<file path="src/rtl/jtcps1_vram_arb.sv">
// Round-robin arbiter serving the CPS1 scroll/object/palette VRAM readers from one memory read port.
// Define JTCPS1_VRAM_HIT_EN to let a re-raised cs hit its latched address without a new memory access.
module jtcps1_vram_arb (
    input  logic        clk,
    input  logic        rstn,
    input  logic [17:1] scr_addr,
    input  logic        scr_cs,
    output logic [15:0] scr_data,
    output logic        scr_ok,
    input  logic [17:1] obj_addr,
    input  logic        obj_cs,
    output logic [15:0] obj_data,
    output logic        obj_ok,
    input  logic [17:1] pal_addr,
    input  logic        pal_cs,
    output logic [15:0] pal_data,
    output logic        pal_ok,
    output logic [17:1] mem_addr,
    output logic        mem_rd,
    input  logic        mem_ack,
    input  logic        mem_dok,
    input  logic [15:0] mem_data,
    input  logic        cpu_wr,
    input  logic [17:1] cpu_addr
);
    typedef enum logic [1:0] {ST_IDLE, ST_REQ, ST_WAIT} state_t;

    state_t      state;
    logic [1:0]  rr_ptr, gnt, pick, c1, c2;
    logic        stale, cpu_hit_inflight, any_req;
    logic [2:0]  cs_in, ok, pend, pend_reg, req;
    logic [17:1] addr_in  [3];
    logic [15:0] data_lat [3];

    assign cs_in      = {pal_cs, obj_cs, scr_cs};
    assign addr_in[0] = scr_addr;
    assign addr_in[1] = obj_addr;
    assign addr_in[2] = pal_addr;

    assign scr_ok   = ok[0];
    assign obj_ok   = ok[1];
    assign pal_ok   = ok[2];
    assign scr_data = data_lat[0];
    assign obj_data = data_lat[1];
    assign pal_data = data_lat[2];

    function automatic logic [1:0] next_idx(input logic [1:0] i);
        return (i == 2'd2) ? 2'd0 : i + 2'd1;
    endfunction

    // Requests go through one register stage; AND with the live pending
    // bit so a client that turned into a hit or dropped cs is not granted.
    assign req              = pend & pend_reg;
    assign any_req          = |req;
    assign c1               = next_idx(rr_ptr);
    assign c2               = next_idx(c1);
    assign cpu_hit_inflight = cpu_wr && (cpu_addr == mem_addr);

    always_comb begin
        pick = c2;
        if (req[rr_ptr])
            pick = rr_ptr;
        else if (req[c1])
            pick = c1;
    end

    genvar gi;
    generate
        for (gi = 0; gi < 3; gi++) begin : g_client
            logic [17:1] lat_addr_reg;
            logic [15:0] data_reg;
            logic        valid_reg, fill, drop;

            assign fill = (state == ST_WAIT) && mem_dok && (gnt == 2'(gi));
`ifdef JTCPS1_VRAM_HIT_EN
            assign drop = 1'b0;
`else
            assign drop = ~cs_in[gi];
`endif
            // CPU write invalidation wins over a fill landing in the same cycle.
            always_ff @(posedge clk or negedge rstn) begin
                if (!rstn) begin
                    lat_addr_reg <= '0;
                    data_reg     <= '0;
                    valid_reg    <= 1'b0;
                end else if (fill) begin
                    lat_addr_reg <= mem_addr;
                    data_reg     <= mem_data;
                    valid_reg    <= ~stale & ~cpu_hit_inflight & ~drop;
                end else if (drop || (cpu_wr && cpu_addr == lat_addr_reg)) begin
                    valid_reg    <= 1'b0;
                end
            end

            assign data_lat[gi] = data_reg;
            assign ok[gi]       = cs_in[gi] & valid_reg & (addr_in[gi] == lat_addr_reg);
            assign pend[gi]     = cs_in[gi] & ~ok[gi];
        end
    endgenerate

    always_ff @(posedge clk or negedge rstn) begin
        if (!rstn) begin
            state    <= ST_IDLE;
            rr_ptr   <= 2'd0;
            gnt      <= 2'd0;
            mem_addr <= '0;
            mem_rd   <= 1'b0;
            stale    <= 1'b0;
            pend_reg <= 3'd0;
        end else begin
            pend_reg <= pend;
            case (state)
                ST_IDLE: begin
                    if (any_req) begin
                        gnt      <= pick;
                        mem_addr <= addr_in[pick];
                        mem_rd   <= 1'b1;
                        stale    <= 1'b0;
                        state    <= ST_REQ;
                    end
                end
                ST_REQ: begin
                    if (cpu_hit_inflight)
                        stale <= 1'b1;
                    if (mem_ack) begin
                        mem_rd <= 1'b0;
                        state  <= ST_WAIT;
                    end
                end
                ST_WAIT: begin
                    if (cpu_hit_inflight)
                        stale <= 1'b1;
                    if (mem_dok) begin
                        rr_ptr <= next_idx(gnt);
                        state  <= ST_IDLE;
                    end
                end
                default: state <= ST_IDLE;
            endcase
        end
    end
endmodule

</file>
<file path="config.mk">
export PLATFORM = sky130hd
export DESIGN_NAME = jtcps1_vram_arb
export DESIGN_NICKNAME = d
export VERILOG_FILES = /design/src/rtl/jtcps1_vram_arb.sv
export SDC_FILE = /design/constraint.sdc
export NUM_CORES = 1
export LEC_CHECK = 0
export ABC_AREA = 0
export BUFFER_PORTS_ARGS = -buffer_cell sky130_fd_sc_hd__buf_2
export CAP_MARGIN = 0
export CORE_MARGIN = 8
export CORE_UTILIZATION = 45
export DETAILED_ROUTE_END_ITERATION = 12
export PLACE_DENSITY = 0.68
export SLEW_MARGIN = 20
export SYNTH_ARGS = -nofsm -noshare
export SYNTH_HDL_FRONTEND = slang
export SYNTH_SLANG_ARGS = --single-unit
</file>
<file path="constraint.sdc">
create_clock -name clk -period 6 [get_ports clk]
set_input_delay 1.2 -clock clk [delete_from_list [all_inputs] [get_ports clk]]
set_output_delay 1.2 -clock clk [all_outputs]
set_load 0.02 [all_outputs]
</file>
Yosys cells after proc, flatten, opt, wreduce, memory -nomap -nowiden

Index checks and enable logic that the tools add are counted.

Logic and storage cells: 115
Bits of input ports: 92
Register bits: 130
Output and inout bits: 69

Eq/ne operators: 17
$lt $le $gt $ge: 3
$add $sub $neg: 3
Bitwise gates (word level): 23
Mux-type cells: 28
Reduce and logical (&&, ||, !) cells: 25

Operator list:

| operator                                                                     | count |
|---|---|
| 17-bit == test                                                               | 7 |
| 17-bit binary-select mux with 2-bit select                                   | 1 |
| 17-bit two-way mux                                                           | 2 |
| 2-bit two-way mux                                                            | 8 |
| 1-bit AND                                                                    | 13 |
| 1-bit two-way mux                                                            | 12 |
| 2-bit nonzero test                                                           | 5 |
| 3-bit AND reduction                                                          | 3 |
| 2-bit == test, second input constant                                         | 4 |
| 1-bit logical AND                                                            | 8 |
| 1-bit inverter                                                               | 8 |
| 2-bit by 1-bit adder with 2-bit output, second input constant                | 3 |
| 2-bit by 3-bit less-than comparator with 1-bit output, second input constant | 2 |
| 2-bit inequality test, second input constant                                 | 3 |
| 2-bit case mux with 3 select lines                                           | 1 |
| 1-bit binary-select mux with 2-bit select                                    | 2 |
| 2-bit by 1-bit == test with 1-bit output, second input constant              | 2 |
| 2-bit logical NOT                                                            | 2 |
| 1-bit case mux with 2 select lines                                           | 2 |
| 2-bit AND reduction                                                          | 2 |
| 3-bit AND                                                                    | 1 |
| 3-bit >= comparator, second input constant                                   | 1 |
| 1-bit logical OR                                                             | 3 |
| 2-bit inverter with 3-bit output                                             | 1 |
| other kinds (3)                                                              | 3 |

Longest topological paths before layout

Gate-level depths: netlist of the first run.

Depth after elaboration: 13
Depth in mapped cells: 10
Mapped depth without buffers: 8

Worst setup path after synthesis of the first run

No wires, ideal clock.

Kind: input-to-output
Start point: input port scr_addr[10] (netlist bit)
End point: output port scr_ok
Path slack: 2.729 ns
Data arrival time: 2.071 ns
Stages: 4
Cells stage by stage: xor2_1 > nor4_1 > nand4_1 > nor2_1

Word-level cells in the longest chain between the ends: 2

RTL lines:

| element         | line | text |
|---|---|---|
| start, declared | 6    | `input logic [17:1] scr_addr,` |
| 17-bit == test  | 96   | `assign ok[gi] = cs_in[gi] & valid_reg & (addr_in[gi] == lat_addr_reg);` |
| 1-bit AND       | 96   |  |
| end, declared   | 9    | `output logic scr_ok,` |

No other way between the ends.

Worst setup path after layout of the first run

Start point: input port obj_addr[16] (netlist bit)
End point: output port obj_ok

Word-level cells in the longest chain between the ends: 2

RTL lines:

| element         | line | text |
|---|---|---|
| start, declared | 10   | `input logic [17:1] obj_addr,` |
| 17-bit == test  | 96   |  |
| 1-bit AND       | 96   |  |
| end, declared   | 13   | `output logic obj_ok,` |

No other way between the ends.

==> run_results.csv, run 1 <==
group,metric,value,unit
run_status,status,"finished clean",
critical_path,crit_arrival,2.68,ns
die,rows,44,
place,place.gp.congestion,0.945,
finish,final_nets,798,
die,core_area,14500,µm²
timing,period_share,64.6,%
clocking,worstSkewPairLatency,0.42,ns
route,ant_nets,0,
timing,fin_skew,0.00928,ns
timing,final_hold_viol_count,0,
clocking,cts_root_buffer,"clkbuf_16",
route,route.detailed.drc,0,
route,routed_wl,20300,µm
critical_path,path_max_fanout,2,
finish,synthToLayoutAreaGrowth,23.6,%
power_and_ir_drop,internal_power,2.55,mW
clocking,postCtsSetupRepairBufs,0,
power_and_ir_drop,p_seq_share,37.7,%
power_and_ir_drop,p_clk_share,24.5,%
synth,ys_warn_count,0,
clocking,cts_made_buffers,17,
synth,yosys.area.top_type_share,48.7,%
critical_path,reg2regPathDepth,9,
clocking,clockBufferDepth,2,
power_and_ir_drop,p_comb_share,37.8,%
synth,synth.avg_cell_area,12.5,µm²
timing,fin_setup_tns,0,ns
clocking,clk_pin_slew,0.06,ns
finish,fillCellCount,1265,
global_route,antenna_found_initial,4,
global_route,grt_max_degree,73,
clocking,numClockSinks,130,
synth,syn_area,6680,µm²
global_route,grtUsageTotal,22.1,%
power_and_ir_drop,p_leak,4.09,nW
die,die_area,19000,µm²
critical_path,required,4.80,ns
power_and_ir_drop,ir_drop,0.323,mV
global_route,grt.overflow.total,0,
synth,syn-num-nets,630,
power_and_ir_drop,p_sw,1.65,mW
worst_hold_path,hold_class,"reg2reg",
synth,synth_cell_types,39,
route,drt_first_pass_iters,5,
flow_run,maxCapViolations,0,
synth,synth_seq_cells,130,
finish,postLayoutCellArea,8260,µm²
die,die_w,138,µm
synth,synthTopCellsByArea,"dfrtp_1 49%, mux2_2 17%, xor2_1 10%",
clocking,hold_buffers,0,
route,wl_per_cell,22.5,µm
die,ioPinCount,161,
clocking,cts_tree,"built",
die,initial_utilization,46.0,%
timing,slew_headroom,33.1,%
route,vias,4979,
finish,largest_reg_flops,51,
clocking,cts_resized,0,
critical_path,worst-setup-path-type,"in2out",
timing,timing.fmax,0.258,GHz
place,hpwlAfterDp,15200,µm
worst_hold_path,worst_hold_path.num_cells,1,
place,numPortBuffers,160,
timing,worst-slew-pin-transition,1.00,ns
finish,layout-drive-gt1-share,43.9,%
critical_path,crit_path_start_kind,"input pin",
die,fp.dieH,138,µm
clocking,cts_max_level,4,
critical_path,cp-end-kind,"output pin",
timing,finalSetupViolations,0,
timing,slew_violations,0,
synth,yosysSeqAreaShare,48.7,%
global_route,grt_pass1_vias,5499,
place,dpl_cell_area,7670,µm²
timing,grt_setup_unrepaired,"false",
synth,synth.largest_area_cell,"dfrtp_1",
global_route,grt_pass1_wl,31200,µm
power_and_ir_drop,power_density,508,nW/µm²
route,drtIter0Drc,323,
timing,fin_crit,3.88,ns
route,viasPerCell,5.52,
synth,syn_inst,535,
power_and_ir_drop,switching_share,39.2,%
==> area by class of cell <==
type	instances	area, µm²	share of cell area (%)
Timing Repair Buffer	166	848	10.3
Inverter	21	78.8	0.954
Multi-Input combinational cell	367	3260	39.5
Antenna cell	3	7.51	0.0909
Tap cell	184	230	2.79
Clock buffer	18	429	5.19
Sequential cell	130	3250	39.4
Clock inverter	13	153	1.85
==> cell usage after synthesis (all sizes together) <==
library cell / instances
or3: 1
dfrtp: 130
o211ai: 4
nand3: 8
buf: 7
xnor2: 43
mux2i: 19
a31oi: 3
a211oi: 1
o21ai: 4
xor2: 76
and3: 1
nor2b: 5
and2b: 1
nor4: 20
inv: 21
a211o: 1
ha: 3
o2111ai: 1
nand2b: 4
a21boi: 1
or2: 1
nand2: 23
nor2: 4
o221ai: 17
mux2: 101
nor3: 3
clkbuf: 10
nand4: 15
a22o: 1
and2: 3
a21oi: 2
a21o: 1
==> power groups by stage <==
stage | logic (mW) | clock network (mW) | registers (mW)
floorplan | 0.835 | 0 | 1.74
global placement | 1.56 | 0 | 1.56
detailed placement | 1.58 | 0 | 1.59
CTS | 1.59 | 1.05 | 1.58
global route | 1.70 | 1.09 | 1.63
finish | 1.59 | 1.03 | 1.58
==> per-stage QoR <==
stage	setup slack [ns]	utilization (%)	instances	hold slack, ns	power (mW)
CTS	2.15	56.7	899	0.501	4.21
detailed placement	1.82	52.7	868	0.487	3.17
global route	2.06	56.8	900	0.511	4.42
global placement	1.97	52.7	868	0.483	3.12
floorplan	2.73	-	535	0.492	2.58
finish	2.12	56.8	902	0.499	4.20
==> cell families after synthesis <==
kind of cell	Yosys count	share of synthesized area, %
flip-flops	130	48.7
multiplexers	120	19.9
XOR/XNOR	119	15.6
AND/OR/NAND/NOR	89	7.13
buffers and inverters	38	2.81
AO/OA/AOI/OAI	36	5.35
adder cells (fa/ha/maj)	3	0.562
==> layout by cell type (no fill, tap or decap), types with 3 or more instances in the layout <==
master	synthesis	final
a31oi_1	3	3
and2_1	3	3
buf_2	2	159
buf_4	1	7
clkbuf_16	0	17
clkinv_4	0	3
clkinvlp_4	0	3
dfrtp_1	130	130
diode_2	0	3
ha_1	3	3
inv_1	21	21
inv_6	0	5
mux2_2	101	101
mux2i_1	19	19
nand2_1	23	23
nand2b_1	4	4
nand3_1	8	8
nand4_1	15	15
nor2_1	4	4
nor2b_1	5	5
nor4_1	20	20
o21ai_0	3	3
o221ai_1	8	8
o221ai_2	9	9
xnor2_1	43	43
xor2_1	76	76
==> worst max-delay path, cell delays in order <==
cell	delay (ns)
buf_2	0.11
xor2_1	0.14
nor4_1	0.48
nand4_1	0.19
nor2_1	0.32
buf_2	0.24
==> worst paths after layout <==
path	startpoint	to	slack (ns)
max reg2reg	g_client[0].lat_addr_reg[10]$_DFFE_PN0P_	mem_addr[1]$_DFFE_PN0P_	2.69
min reg2reg	pal_data[7]$_DFFE_PN0P_	pal_data[7]$_DFFE_PN0P_	0.50
max in group asynchronous	rstn	state[1]$_DFFE_PN0P_	3.76
max	obj_addr[16]	obj_ok	2.12
min in group asynchronous	rstn	obj_data[14]$_DFFE_PN0P_	0.90
min	pal_data[7]$_DFFE_PN0P_	pal_data[7]$_DFFE_PN0P_	0.50
==> layer usage <==
layer / track usage [%] / vias to the layer above / wire (µm)
li1: - / 2226 / -
met4: 8.78 / 6 / 410
met3: 7.25 / 35 / 1770
met1: 27.9 / 2518 / 8520
met2: 34.4 / 194 / 9580
met5: 0 / - / 30
Note: power is estimated with default switching activity, not from simulation.
==> run 2, diff against run 1 <==
Settings changed: ABC_AREA 0 to 1, PLACE_DENSITY 0.68 to 0.67.
Clock period 6 ns to 3.8 ns, I/O delays scaled along.
==> run 2 against run 1 <==
Utilization shrank 0.95 points. Hold slack got worse by 0.13 ns. Total power up 80%. Critical path depth is 1 higher. Synthesized cell count is 93% higher. First-iteration DRC count grew 89%. Flip-flop and latch count stayed put. Largest cell class unchanged. Highest routed layer unchanged.
==> run_results.csv, run 2 <==
group,metric,value,unit
synth,synth_cell_types,37,
die,ioPinCount,161,
synth,ys.flop_type,"dfrtp_1",
global_route,grt_pass1_vias,7510,
worst_hold_path,hold_class,"in2async",
timing,fin_setup_tns,0,ns
finish,final_cell_mix,"349 x nand2_1, 159 x buf_2, 146 x inv_1",
power_and_ir_drop,p_leak,4.91,nW
power_and_ir_drop,p_sw,3.40,mW
timing,grt_setup_unrepaired,"false",
synth,ys_warn_count,0,
synth,synth_seq_cells,130,
synth,synth.largest_area_cell,"dfrtp_1",
critical_path,worst-setup-path-type,"in2out",
finish,largest_reg_flops,51,
run_status,status,"finished clean",
clocking,cts_tree,"built",
critical_path,path_max_fanout,2,
synth,synth-edff-count,0,
die,fp.dieH,145,µm
global_route,grt_max_degree,83,
die,initial_utilization,45.5,%
global_route,use_met1,31.4,%
place,hpwlAfterDp,20000,µm
place,dpl_cell_area,8500,µm²
finish,synthToLayoutAreaGrowth,23.0,%
synth,synth.avg_cell_area,7.21,µm²
timing,whs,0.369,ns
synth,syn_area,7430,µm²
die,core_area,16300,µm²
timing,period_share,80.3,%
timing,fin_crit,3.05,ns
critical_path,crit_arrival,2.29,ns
clocking,postCtsSetupRepairBufs,0,
global_route,busiest_layer,"met2",
global_route,grtUsageTotal,25.6,%
global_route,use_met3,6.50,%
global_route,grtUsageMet2,41.3,%
critical_path,required,3.04,ns
timing,worst-slew-pin-transition,0.780,ns
finish,postLayoutCellArea,9140,µm²
global_route,grt_pass1_wl,40200,µm
finish,final_cells,1428,
route,viasPerCell,5.18,
timing,slew_violations,0,
clocking,worstSkewPairLatency,0.42,ns
critical_path,r2r_slack,1.13,ns
synth,yosysMostFrequentCell,"nand2_1",
route,drt_first_pass_iters,6,
flow_run,maxCapViolations,0,
route,vias,7403,
route,route.detailed.drc,0,
global_route,grt.overflow.total,0,
power_and_ir_drop,power_density,828,nW/µm²
clocking,cts_max_level,4,
clocking,cts_made_buffers,17,
route,wl_per_cell,18.2,µm
finish,final_common_cell,"nand2_1",
power_and_ir_drop,p_seq_share,34.8,%
synth,syn_inst,1030,
die,die_w,145,µm
route,ant_nets,0,
route,drtIter0Drc,610,
timing,slew_headroom,48.0,%
die,rows,47,
clocking,clk_pin_slew,0.06,ns
timing,timing.fmax,0.328,GHz
power_and_ir_drop,p_clk_share,23.5,%
finish,final_nets,1289,
place,numPortBuffers,160,
synth,yosysSeqAreaShare,43.8,%
clocking,clockBufferDepth,2,
timing,fin_skew,0.00800,ns
synth,synthArstFlopShare,100,%
place,post-place-cells,1395,
place,place.gp.congestion,0.958,
critical_path,cp-end-kind,"output pin",
critical_path,crit_path_start_kind,"input pin",
power_and_ir_drop,p_comb_share,41.7,%
synth,synthTopCellsByArea,"dfrtp_1 44%, nand2_1 18%, o21ai_0 7.5%",
timing,finalSetupViolations,0,
die,die_area,20900,µm²
timing,final_hold_viol_count,0,
power_and_ir_drop,switching_share,44.9,%
clocking,hold_buffers,0,
power_and_ir_drop,internal_power,4.17,mW
clocking,cts_resized,0,
route,routed_wl,26000,µm
power_and_ir_drop,ir_drop,0.433,mV
clocking,cts_root_buffer,"clkbuf_16",
clocking,numClockSinks,130,
synth,syn-num-nets,1125,
synth,synthTopCellsByCount,"349 x nand2_1, 146 x inv_1, 130 x dfrtp_1, 111 x o21ai_0, 59 x nor2_1",
critical_path,reg2regPathDepth,13,
synth,yosys.area.top_type_share,43.8,%
finish,layout-drive-gt1-share,20.4,%
global_route,antenna_found_initial,2,
power_and_ir_drop,total_power,7.57,mW
## run 2: cell count changes after synthesis, moves of 19 or more
cell     delta
inv_1     +125
xnor2_1    -25
mux2i_1    -19
nor2_1     +55
nand2_1   +326
o21ai_0   +108
mux2_2    -101
o22ai_1    +21
xor2_1     -56
nand3_1    +41
## run 2: worst max-delay path, cell delays in order
cell	delay, ns
buf_2	0.12
xnor2_1	0.40
nand3_1	0.13
nor3b_1	0.24
nand3_1	0.10
nor4_1	0.29
buf_2	0.24
## run 2: final cells by class
class | count | area [µm²]
fill | 1680 | 7210
multi-input combinational | 715 | 3470
sequential | 130 | 3250
timing repair buffer | 173 | 917
inverter | 157 | 589
clock buffer | 18 | 429
tap | 220 | 275
clock inverter | 14 | 201
antenna | 1 | 2.50
## run 2: final timing paths
kind                                                           from                                       end
max                                                    pal_addr[17]                                    pal_ok
min                                                            rstn  g_client[1].lat_addr_reg[17]$_DFFE_PN0P_
max reg2reg                g_client[1].lat_addr_reg[11]$_DFFE_PN0P_                  mem_addr[15]$_DFFE_PN0P_
min reg2reg                                pal_data[12]$_DFFE_PN0P_                  pal_data[12]$_DFFE_PN0P_
max in group asynchronous                                      rstn                        gnt[0]$_DFFE_PN0P_
min in group clk                           pal_data[12]$_DFFE_PN0P_                  pal_data[12]$_DFFE_PN0P_
## run 2: metrics by stage
stage	worst slack (ns)	utilization, %
CTS	0.733	55.9
floorplan	1.08	-
global placement	0.678	52.0
finish	0.749	55.9
detailed placement	0.703	52.0
global route	0.520	55.9
## run 2: kinds of logic (layout without fill, tap and decap cells)
logic type	Yosys count	count (layout)	share of synthesized area (%)
AND/OR/NAND/NOR	515	515	29.2
buffers and inverters	185	362	9.73
AO/OA/AOI/OAI	159	159	12.3
flip-flops	130	130	43.8
XOR/XNOR	38	38	4.48
adder cells (fa/ha/maj)	3	3	0.505
other	0	1	0
## run 2: routing by layer
metal  wire (µm)  part of all wire [%]
met5          30                  0.12
met4        1030                   3.9
met3        2370                   9.1
met2       11900                    46
met1       10700                    41
## run 2: power by group through the flow
stage	registers [mW]	clock network [mW]	logic, mW
6_report	2.63	1.78	3.16
5_1_grt	2.71	1.86	3.53
4_1_cts	2.62	1.80	3.16
3_5_place_dp	2.62	0	3.16
3_3_place_gp	2.63	0	3.10
2_1_floorplan	2.83	0	1.78
